### config.mk
export PLATFORM = sky130hd
export DESIGN_NAME = seq_pattern_tx
export DESIGN_NICKNAME = d
export VERILOG_FILES = /design/src/rtl/seq_pattern_tx.sv
export SDC_FILE = /design/constraint.sdc
export NUM_CORES = 1
export LEC_CHECK = 0
export CAP_MARGIN = 20
export CORE_UTILIZATION = 40
export DETAILED_ROUTE_END_ITERATION = 8
export PLACE_DENSITY_LB_ADDON = 0.1
export SLEW_MARGIN = 10
export SYNTH_ARGS = -nofsm -noshare
export SYNTH_HDL_FRONTEND = slang
export SYNTH_SLANG_ARGS = --single-unit
### constraint.sdc
create_clock -name clk -period 1.8 [get_ports clk]
set_input_delay 0.36 -clock clk [delete_from_list [all_inputs] [get_ports clk]]
set_output_delay 0.36 -clock clk [all_outputs]
set_load 0.05 [all_outputs]
### src/rtl/seq_pattern_tx.sv
// Serial pattern transmitter: sends PATTERN MSB first, repeated with idle gaps.
// Optional trailing even-parity bit per repetition when SEQ_TX_PARITY_EN is defined.
module seq_pattern_tx #(
    parameter int                 PAT_W   = 4,
    parameter logic [PAT_W-1:0]   PATTERN = 4'b1101,
    parameter int                 CNT_W   = 8
) (
    input  logic             clk,
    input  logic             reset,
    input  logic             start,
    input  logic [CNT_W-1:0] reps,
    input  logic [3:0]       gap,
    input  logic             abort,
    output logic             out,
    output logic             valid,
    output logic             busy,
    output logic             done
);

    localparam int IDX_W = (PAT_W > 1) ? $clog2(PAT_W) : 1;
    localparam logic [IDX_W-1:0] IDX_MSB = IDX_W'(PAT_W - 1);

    typedef enum logic [2:0] {
        S_IDLE = 3'd0,
        S_SEND = 3'd1,
        S_GAP  = 3'd2,
        S_DONE = 3'd3
`ifdef SEQ_TX_PARITY_EN
        , S_PAR = 3'd4
`endif
    } state_t;

`ifdef SEQ_TX_PARITY_EN
    function automatic logic f_even_parity(input logic [PAT_W-1:0] v);
        return ^v;
    endfunction
`endif

    state_t           r_state, w_state_nxt;
    logic [IDX_W-1:0] r_idx, w_idx_nxt;
    logic [CNT_W-1:0] r_reps_left, w_reps_nxt;
    logic [3:0]       r_gap, w_gap_nxt;
    logic [3:0]       r_gap_cnt, w_gap_cnt_nxt;
    logic             r_out, w_out_nxt;
    logic             r_valid, w_valid_nxt;
    logic             r_busy, w_busy_nxt;
    logic             r_done, w_done_nxt;
    logic             w_rep_end;

    // Next-state and next-output logic; r_state is the state whose outputs are currently visible.
    always_comb begin
        w_state_nxt   = r_state;
        w_idx_nxt     = r_idx;
        w_reps_nxt    = r_reps_left;
        w_gap_nxt     = r_gap;
        w_gap_cnt_nxt = r_gap_cnt;
        w_out_nxt     = 1'b0;
        w_valid_nxt   = 1'b0;
        w_busy_nxt    = 1'b0;
        w_done_nxt    = 1'b0;
        w_rep_end     = 1'b0;

        case (r_state)
            S_IDLE: begin
                if (start) begin
                    w_reps_nxt  = (reps == '0) ? CNT_W'(1) : reps;
                    w_gap_nxt   = gap;
                    w_idx_nxt   = IDX_MSB;
                    w_state_nxt = S_SEND;
                    w_out_nxt   = PATTERN[PAT_W-1];
                    w_valid_nxt = 1'b1;
                    w_busy_nxt  = 1'b1;
                end else begin
                    w_state_nxt = S_IDLE;
                end
            end
            S_SEND: begin
                if (r_idx != '0) begin
                    w_idx_nxt   = r_idx - IDX_W'(1);
                    w_out_nxt   = PATTERN[r_idx - IDX_W'(1)];
                    w_valid_nxt = 1'b1;
                    w_busy_nxt  = 1'b1;
                end else begin
`ifdef SEQ_TX_PARITY_EN
                    w_state_nxt = S_PAR;
                    w_out_nxt   = f_even_parity(PATTERN);
                    w_valid_nxt = 1'b1;
                    w_busy_nxt  = 1'b1;
`else
                    w_rep_end   = 1'b1;
`endif
                end
            end
`ifdef SEQ_TX_PARITY_EN
            S_PAR: begin
                w_rep_end = 1'b1;
            end
`endif
            S_GAP: begin
                w_busy_nxt = 1'b1;
                if (r_gap_cnt == 4'd1) begin
                    w_state_nxt = S_SEND;
                    w_idx_nxt   = IDX_MSB;
                    w_out_nxt   = PATTERN[PAT_W-1];
                    w_valid_nxt = 1'b1;
                end else begin
                    w_gap_cnt_nxt = r_gap_cnt - 4'd1;
                end
            end
            S_DONE: begin
                w_state_nxt = S_IDLE;
            end
            default: begin
                w_state_nxt = S_IDLE;
            end
        endcase

        // Shared end-of-repetition decision after the last pattern (or parity) bit.
        if (w_rep_end) begin
            w_reps_nxt = r_reps_left - CNT_W'(1);
            if (r_reps_left > CNT_W'(1)) begin
                w_busy_nxt = 1'b1;
                if (r_gap != 4'd0) begin
                    w_state_nxt   = S_GAP;
                    w_gap_cnt_nxt = r_gap;
                end else begin
                    w_state_nxt = S_SEND;
                    w_idx_nxt   = IDX_MSB;
                    w_out_nxt   = PATTERN[PAT_W-1];
                    w_valid_nxt = 1'b1;
                end
            end else begin
                w_state_nxt = S_DONE;
                w_done_nxt  = 1'b1;
            end
        end else begin
            w_rep_end = 1'b0;
        end

        if (abort) begin
            w_state_nxt   = S_IDLE;
            w_idx_nxt     = '0;
            w_gap_cnt_nxt = 4'd0;
            w_out_nxt     = 1'b0;
            w_valid_nxt   = 1'b0;
            w_busy_nxt    = 1'b0;
            w_done_nxt    = 1'b0;
        end else begin
            w_state_nxt = w_state_nxt;
        end
    end

    // State, counters and registered outputs.
    always_ff @(posedge clk or negedge reset) begin
        if (!reset) begin
            r_state     <= S_IDLE;
            r_idx       <= '0;
            r_reps_left <= '0;
            r_gap       <= 4'd0;
            r_gap_cnt   <= 4'd0;
            r_out       <= 1'b0;
            r_valid     <= 1'b0;
            r_busy      <= 1'b0;
            r_done      <= 1'b0;
        end else begin
            r_state     <= w_state_nxt;
            r_idx       <= w_idx_nxt;
            r_reps_left <= w_reps_nxt;
            r_gap       <= w_gap_nxt;
            r_gap_cnt   <= w_gap_cnt_nxt;
            r_out       <= w_out_nxt;
            r_valid     <= w_valid_nxt;
            r_busy      <= w_busy_nxt;
            r_done      <= w_done_nxt;
        end
    end

    assign out   = r_out;
    assign valid = r_valid;
    assign busy  = r_busy;
    assign done  = r_done;

endmodule

==> results of run 1 <==
## state kept, by name, summed over array words and instances (netlist names)
| name | count |
|---|---|
| busy | 1 |
| done | 1 |
| out | 1 |
| r_gap | 4 |
| r_gap_cnt | 4 |
| r_idx | 2 |
| r_reps_left | 8 |
| r_state | 2 |
| valid | 1 |
## path summary, 6_finish.rpt
check / start / endpoint / slack, ns / depth (start not counted)
setup / recovery: r_reps_left[0] / r_reps_left[6] / 0.05 / 6
hold / removal: reset / r_idx[0] / 0.38 / 2
setup reg to reg: r_reps_left[0] / r_reps_left[6] / 0.05 / 6
hold reg to reg: r_gap[1] / r_gap[1] / 0.52 / 2
max in group asynchronous: reset / r_gap[1] / 1.17 / 2
min in group clk: r_gap[1] / r_gap[1] / 0.52 / 2
## critical path: stages, from the launching register on
cell and delay [ns]:
dfrtp_1 0.43, inv_2 0.10, ha_4 0.15, or4b_4 0.48, o21ai_2 0.13, nand2_1 0.07
a221o_1 0.29
## per-layer routing
metal	vias to the layer above	wire length [um]
li1	573	-
met1	529	1390
met2	36	1460
met3	4	126
met4	0	36
met5	-	0
## report_power, final
part / switching [mW] / internal (mW)
combinational: 0.778 / 0.690
sequential: 0.204 / 0.770
clock: 0.171 / 0.124
## final cells by class
cell class              instances  area (sq um)  area share [%]
clock buffers                   4          36.3            2.12
repair buffers                 36           308            18.0
multi-input cells             104           694            40.6
flip-flops and latches         24           601            35.1
well taps                      44          55.1            3.22
inverters                       4          15.0           0.878
## what timing repair did
item,in CTS,in global routing
hold endpoints to repair,0,0
setup endpoints to repair,1,6
resized for setup,2,5
pin swaps,1,0
buffers inserted,0,0
gates cloned,0,0
## logic make-up (layout without fill, tap and decap cells)
logic type / after synthesis / in the layout / share of synthesized area (%)
simple gates: 61 / 61 / 25.6
flops: 24 / 24 / 45.8
compound gates: 36 / 36 / 19.3
fa+ha+maj: 4 / 4 / 3.81
xor+xnor: 3 / 3 / 2.00
buf+inv: 8 / 44 / 3.53
## stage by stage
| step | hold slack [ns] | cells |
|---|---|---|
| final | 0.384 | 216 |
| after global routing | 0.416 | 216 |
| after CTS | 0.390 | 216 |
| after detailed placement | 0.498 | 212 |
| after global placement | 0.485 | 212 |
| after floorplan | 0.0644 | 136 |
## cells in the final DEF, fill, tap and decap left out, drive strengths merged
| cell | n |
|---|---|
| clkdlybuf4s50 | 15 |
| xnor2 | 2 |
| a211oi | 1 |
| o221ai | 3 |
| xor2 | 1 |
| a21o | 1 |
| a31o | 1 |
| a221o | 2 |
| buf | 21 |
| clkbuf | 4 |
| and2 | 1 |
| nor2b | 2 |
| ha | 4 |
| nand3 | 4 |
| nand2 | 25 |
| a31oi | 3 |
| a21oi | 10 |
| dfrtp | 24 |
| inv | 4 |
| or2 | 1 |
| o21ai | 5 |
| o211ai | 2 |
| nor4b | 1 |
| nor2 | 7 |
| nor3 | 3 |
| nor3b | 2 |
| o221a | 1 |
| o32ai | 3 |
| o21bai | 2 |
| a311oi | 2 |
| or4b | 2 |
| nand2b | 6 |
| or3b | 2 |
| nor4 | 5 |
==> impl_metrics.py, run 1 <==
metrics = {
    "run_status": {
        "status": "complete, no violations",
    },
    "grt": {
        "grt_usage_pct": 19.3,
        "use_met1_pct": 24.2,
        "grt_pass1_vias": 1142,
        "grt_pass1_wl_um": 5060,
        "grt_use_met2_pct": 32.9,
        "grt.busiest_layer": "met2",
        "gr-usage-met3_pct": 2.18,
        "grt_overflow": 0,
        "grt_max_degree": 25,
        "antenna_found_initial": 0,
    },
    "clock_tree": {
        "cts.clk_slew.worst_paths_ns": 0.14,
        "clockBufferDepth": 2,
        "cts_tree": "built",
        "cts_buffers": 3,
        "clock_latency_ns": 0.32,
        "hold_buffers": 0,
        "htree_levels": 1,
        "root_buffer": "clkbuf_4",
        "cts_sinks": 24,
    },
    "timing": {
        "setup-violations-final": 0,
        "worst_pin_slew_ns": 0.364,
        "relSlewSlack_pct": 75.5,
        "final_hold_viol_count": 0,
        "min_period_over_period_pct": 97.5,
        "tns_ns": 0,
        "slew_viol_final": 0,
        "finClkSkew_ns": 0.00612,
        "layout_min_cycle_time_ns": 1.75,
        "fin_ws_ns": 0.0455,
        "rsz0062_at_grt": "true",
        "max_freq_ghz": 0.570,
    },
    "placed_design": {
        "gp_congestion": 0.882,
        "place_ws_ns": -0.154,
        "portBuffers": 19,
        "hpwl_um": 2300,
        "place_area_sq_um": 1650,
    },
    "drt": {
        "vias_per_cell": 5.29,
        "drt-total-wl_um": 3010,
        "routedWlPerCell_um": 13.9,
        "first_pass_iters": 4,
        "via_count": 1142,
        "drc_errors": 0,
        "final_antenna_net_count": 0,
        "drtIter0Drc": 37,
    },
    "cells_and_area": {
        "final_util_pct": 55.5,
        "fin_area_sq_um": 1710,
        "drive_gt1_share_pct": 23.8,
        "diodes": 0,
        "nets": 193,
        "nFillCells": 309,
        "area_growth_pct": 30.2,
    },
    "yosys": {
        "synth_edf_count": 0,
        "mappedNetlistNets": 156,
        "ys_async_sr_fraction_pct": 100,
        "synth_top_area_share_pct": 45.8,
        "synth_flop_cell": "dfrtp_1",
        "syn_area_per_cell_sq_um": 9.65,
        "synth.distinct_cells": 37,
        "ys_seq_area_share_pct": 45.8,
        "ys.warnings.count": 0,
        "syn-cell-area_sq_um": 1310,
        "synth_area_leaders": "dfrtp_1 46%, nand2_1 6.9%, a21oi_1 3.8%",
        "ys_ff_latch": 24,
        "syn_inst": 136,
        "synth_common_cells": "24 x dfrtp_1, 24 x nand2_1, 10 x a21oi_1",
        "synth_area_leader_cell": "dfrtp_1",
    },
    "floorplanning": {
        "fp.dieW_um": 59.3,
        "io_pins": 20,
        "fp.dieH_um": 59.3,
        "die_area_sq_um": 3510,
        "num_rows": 20,
        "core_sq_um": 3080,
        "initial_core_util_pct": 42.6,
    },
    "critical_path": {
        "critPathLaunchType": "flip-flop",
        "worstPathRequired_ns": 2.01,
        "crit_path_max_fanout": 5,
        "end_kind": "flip-flop",
        "worstSetupPathType": "flip-flop to flip-flop",
        "worst_ep_arrival_time_ns": 1.97,
    },
    "power": {
        "vdd_ir_drop_max_v": 0.000697,
        "power_density_nw_per_um2": 1600,
        "p_leak_nw": 0.718,
        "total_power_mw": 2.74,
    },
    "run": {
        "drv_cap": 0,
    },
    "min_path": {
        "worst_hold_path_type": "input port to async pin",
    },
}
Power figures use the tool's default switching activity.
==> run 2, diff against run 1 <==
- CORE_MARGIN: unset -> 5
- CORE_UTILIZATION: 40 -> 45
==> run 2 against run 1 <==
Net effect:
- worst hold slack gained 0.013 ns
- design area shrank 0.22%
- sequential share of layout area up 0.077 points
- wire length increased by 3.4%
- clock skew decreased by 0.0053 ns
- core utilization increased by 5.8 points
- power is 1.6% higher
- via count up 5.6%
- combinational power is 4% higher
- critical endpoint is now r_idx[0]
==> impl_metrics.py, run 2 (synthesis results as in run 1) <==
metrics = {
    "placed_design": {
        "hpwl_um": 2350,
        "portBuffers": 19,
        "dp.cells": 197,
        "gp_congestion": 0.813,
    },
    "clock_tree": {
        "clock_latency_ns": 0.30,
        "htree_levels": 1,
        "cts_tree": "built",
        "hold_buffers": 0,
        "root_buffer": "clkbuf_4",
        "cts.clk_slew.worst_paths_ns": 0.13,
        "cts_buffers": 3,
        "cts_sinks": 24,
        "clockBufferDepth": 2,
    },
    "grt": {
        "grt_pass1_wl_um": 5280,
        "grt_pass1_vias": 1190,
        "grt_max_degree": 25,
        "grt_overflow": 0,
        "grt_usage_pct": 15.8,
        "antenna_found_initial": 0,
    },
    "timing": {
        "layout_min_cycle_time_ns": 1.74,
        "max_freq_ghz": 0.574,
        "finClkSkew_ns": 0.000793,
        "min_period_over_period_pct": 96.7,
        "relSlewSlack_pct": 72.5,
        "slew_viol_final": 0,
        "holdWs_ns": 0.396,
        "setup-violations-final": 0,
        "final_hold_viol_count": 0,
        "tns_ns": 0,
        "worst_pin_slew_ns": 0.409,
    },
    "drt": {
        "drtIter0Drc": 52,
        "drt-total-wl_um": 3110,
        "drc_errors": 0,
        "vias_per_cell": 5.91,
        "final_antenna_net_count": 0,
        "routedWlPerCell_um": 15.3,
        "via_count": 1206,
        "first_pass_iters": 4,
    },
    "power": {
        "combinationalPowerShare_pct": 55.0,
        "p_int_mw": 1.61,
        "power_density_nw_per_um2": 1630,
        "switching_share_pct": 42.2,
        "p_leak_nw": 0.726,
        "p_clk_share_pct": 10.0,
        "p_switching_mw": 1.17,
        "vdd_ir_drop_max_v": 0.00107,
        "sequentialPowerShare_pct": 34.9,
    },
    "critical_path": {
        "worstPathRequired_ns": 2.02,
        "end_kind": "flip-flop",
        "r2r_slack_ns": 0.06,
        "worstSetupPathType": "flip-flop to flip-flop",
        "reg2regPathDepth": 6,
        "worst_ep_arrival_time_ns": 1.96,
        "critPathLaunchType": "flip-flop",
        "crit_path_max_fanout": 4,
    },
    "floorplanning": {
        "fp.dieH_um": 64.0,
        "die_area_sq_um": 4100,
        "fp.dieW_um": 64.0,
        "io_pins": 20,
        "core_sq_um": 2780,
        "num_rows": 19,
        "initial_core_util_pct": 47.2,
    },
    "cells_and_area": {
        "area_growth_pct": 29.9,
        "diodes": 0,
        "finalNonFillerCells": 204,
        "multi_input_area_sq_um": 699,
        "top_register": "r_reps_left",
        "final_cell_mix": "24 x nand2_1, 24 x dfrtp_1, 22 x buf_4",
        "reg.largest.list": "r_reps_left (8), r_gap (4), r_gap_cnt (4)",
        "drive_gt1_share_pct": 23.7,
        "largest_reg_flops": 8,
        "nets": 194,
        "regArea_sq_um": 601,
        "final_util_pct": 61.3,
        "nFillCells": 247,
    },
    "run": {
        "drv_cap": 0,
    },
    "min_path": {
        "worst_hold_path_type": "input port to async pin",
    },
    "run_status": {
        "status": "complete, no violations",
    },
}
-- run 2: cell count changes in the layout (fill, tap and decap cells not counted) --
cell / previous run / this run
nor2_2: 0 / 1
o21ai_2: 2 / 1
a31o_2: 1 / 0
nand2_1: 23 / 24
a31o_4: 0 / 1
buf_4: 21 / 22
nand2_2: 1 / 0
o21ai_1: 1 / 2
nor2_1: 7 / 6
-- run 2: critical path, cell delays in order, from the launching register on --
cell	delay, ns
dfrtp_1	0.40
inv_1	0.08
ha_1	0.15
or3b_2	0.49
o21ai_1	0.20
a31oi_2	0.09
a31oi_1	0.24
-- run 2: final timing paths --
check                             start             end
setup / recovery           r_gap_cnt[1]        r_idx[0]
hold / removal                    reset             out
setup reg to reg           r_gap_cnt[1]        r_idx[0]
hold reg to reg                r_gap[0]        r_gap[0]
max in group asynchronous         reset  r_reps_left[5]
min in group clk               r_gap[0]        r_gap[0]
-- run 2: power groups by stage --
stage	Sequential, mW	Clock [mW]	Combinational (mW)
after floorplan	1.04	0	0.867
after global placement	0.972	0	1.36
after detailed placement	0.978	0	1.41
after CTS	0.964	0.288	1.43
after global routing	0.999	0.313	1.68
final	0.972	0.279	1.53
-- run 2: routing by layer --
metal	wire [um]	GRT usage (%)	up-vias
met3	136	2.98	4
met2	1570	26.9	42
met1	1390	20.6	584
li1	-	-	576
met5	0	0	-
met4	12	3.90	0
-- run 2: final cells by class --
| type | instances | area share, % |
|---|---|---|
| Clock buffer | 4 | 2.13 |
| Timing Repair Buffer | 37 | 18.5 |
| Multi-Input combinational cell | 104 | 41.0 |
| Tap cell | 31 | 2.27 |
| Inverter | 4 | 0.880 |
| Sequential cell | 24 | 35.2 |
-- run 2: through the flow --
| step | cell area (sq um) | power (mW) | worst slack (ns) |
|---|---|---|---|
| final | 1710 | 2.78 | 0.0589 |
| after detailed placement | 1620 | 2.39 | -0.156 |
| after CTS | 1660 | 2.69 | 0.0227 |
| after floorplan | 1320 | 1.91 | 0.110 |
| after global routing | 1710 | 3.00 | -0.0476 |
| after global placement | 1620 | 2.34 | -0.138 |
-- run 2: timing repair --
item,4_1_cts,5_1_grt
setup endpoints to repair,1,8
buffers inserted,1,2
pin swaps,0,1
gates resized for setup,0,7
==> run 3, diff against run 2 <==
- CORE_MARGIN: 5 -> unset
==> run 3 against run 2 <==
Net effect:
- worst setup slack improved by 0.00098 ns
- via count fell by 4.5%
- first-iteration DRC count fell by 67%
- critical endpoint is now r_reps_left[6]
- largest cell class unchanged
- largest power group unchanged
- highest routed layer unchanged
==> impl_metrics.py, run 3 (synthesis results as in run 1) <==
metrics = {
    "critical_path": {
        "crit_path_max_fanout": 5,
        "worstSetupPathType": "flip-flop to flip-flop",
        "worst_ep_arrival_time_ns": 1.96,
        "end_kind": "flip-flop",
        "r2r_slack_ns": 0.06,
        "reg2regPathDepth": 6,
        "critPathLaunchType": "flip-flop",
        "r2r-start": "r_reps_left[0]",
        "worstPathRequired_ns": 2.02,
        "r2r_end": "r_reps_left[6]",
    },
    "power": {
        "vdd_ir_drop_max_v": 0.00103,
        "power_density_nw_per_um2": 1630,
        "total_power_mw": 2.76,
        "p_leak_nw": 0.718,
    },
    "drt": {
        "routedWlPerCell_um": 14.5,
        "final_antenna_net_count": 0,
        "drtIter0Drc": 17,
        "via_count": 1152,
        "drt-total-wl_um": 2910,
        "vias_per_cell": 5.73,
        "drc_errors": 0,
        "first_pass_iters": 4,
    },
    "timing": {
        "holdWs_ns": 0.386,
        "final_hold_viol_count": 0,
        "finClkSkew_ns": 0.00479,
        "relSlewSlack_pct": 76.0,
        "slew_viol_final": 0,
        "rsz0062_at_grt": "true",
        "min_period_over_period_pct": 96.7,
        "setup-violations-final": 0,
        "worst_pin_slew_ns": 0.356,
        "max_freq_ghz": 0.575,
        "layout_min_cycle_time_ns": 1.74,
    },
    "cells_and_area": {
        "reg.largest.list": "r_reps_left (8), r_gap (4), r_gap_cnt (4)",
        "area_growth_pct": 29.5,
        "top_register": "r_reps_left",
        "diodes": 0,
        "nets": 191,
        "final_cell_mix": "24 x nand2_1, 24 x dfrtp_1, 18 x buf_4",
        "drive_gt1_share_pct": 22.9,
        "largest_reg_flops": 8,
        "fin_area_sq_um": 1700,
    },
    "placed_design": {
        "hpwl_um": 2180,
        "gp_congestion": 0.898,
        "place_area_sq_um": 1620,
        "portBuffers": 19,
    },
    "floorplanning": {
        "fp.dieW_um": 56.0,
        "die_area_sq_um": 3140,
        "fp.dieH_um": 56.0,
        "initial_core_util_pct": 47.6,
        "num_rows": 19,
        "core_sq_um": 2760,
        "io_pins": 20,
    },
    "clock_tree": {
        "cts_buffers": 3,
        "cts.clk_slew.worst_paths_ns": 0.13,
        "cts_sinks": 24,
        "root_buffer": "clkbuf_4",
        "htree_levels": 1,
        "clockBufferDepth": 2,
        "hold_buffers": 0,
        "clock_latency_ns": 0.32,
        "cts_tree": "built",
    },
    "grt": {
        "grt_pass1_wl_um": 5110,
        "grt_usage_pct": 20.9,
        "grt_pass1_vias": 1169,
        "grt_overflow": 0,
        "antenna_found_initial": 0,
        "grt_max_degree": 25,
    },
    "min_path": {
        "worst_hold_path_type": "input port to async pin",
    },
    "run_status": {
        "status": "complete, no violations",
    },
    "run": {
        "drv_cap": 0,
    },
}
[run 3: cell count changes in the layout (fill, tap and decap cells not counted)]
cell,change
o21ai_1,-2
buf_12,+1
buf_4,-4
o21ai_2,+1
o21ai_0,+1
[run 3: repair_timing]
action / CTS / global route
setup endpoints to repair: 1 / 10
pin swaps: 0 / 0
setup buffers: 1 / 0
gates resized for setup: 0 / 7
[run 3: layer usage]
layer | track usage, % | vias to the layer above | routed length [um]
met4 | 9.76 | 0 | 46
met2 | 35.7 | 23 | 1450
li1 | - | 572 | -
met3 | 2.56 | 5 | 78
met5 | 0 | - | 0
met1 | 26.1 | 552 | 1330
[run 3: layout make-up]
class                           count  area, sq um
Fill cell                         258         1060
Sequential cell                    24          601
Timing Repair Buffer               34          305
Multi-Input combinational cell    104          703
Tap cell                           31         38.8
Clock buffer                        4         36.3
Inverter                            4         15.0
[run 3: how the worst max path moves through the flow]
stage | start | to | slack [ns] | depth (start not counted)
2_1_floorplan | r_state[1] | r_reps_left[4] | 0.11 | 6
3_3_place_gp | start | r_reps_left[7] | -0.14 | 4
3_5_place_dp | start | r_reps_left[7] | -0.18 | 5
4_1_cts | r_reps_left[0] | r_reps_left[6] | 0.02 | 6
5_1_grt | r_reps_left[0] | r_reps_left[6] | -0.008 | 6
6_report | r_reps_left[0] | r_reps_left[6] | 0.06 | 6
[run 3: power by group]
group / internal (mW) / leakage, nW / switching (mW) / total (mW)
Clock: 0.124 / 0.0210 / 0.161 / 0.285
Sequential: 0.771 / 0.303 / 0.194 / 0.965
Combinational: 0.713 / 0.394 / 0.801 / 1.51
Total: 1.61 / 0.718 / 1.16 / 2.76
[run 3: worst max-delay path: stages, from the launching register on]
cell	delay [ns]
dfrtp_1	0.42
inv_2	0.10
ha_4	0.16
or4b_4	0.49
o21ai_2	0.13
nand2_1	0.06
a221o_1	0.28
[run 3: stage by stage]
| stage | util [%] | cells | setup TNS (ns) | worst slack (ns) |
|---|---|---|---|---|
| floorplan | - | 136 | 0 | 0.110 |
| global placement | 58.9 | 196 | -0.655 | -0.142 |
| detailed placement | 58.9 | 196 | -0.857 | -0.178 |
| CTS | 60.5 | 201 | 0 | 0.0202 |
| global route | 61.6 | 201 | -0.00812 | -0.00812 |
| finish | 61.6 | 201 | 0 | 0.0598 |
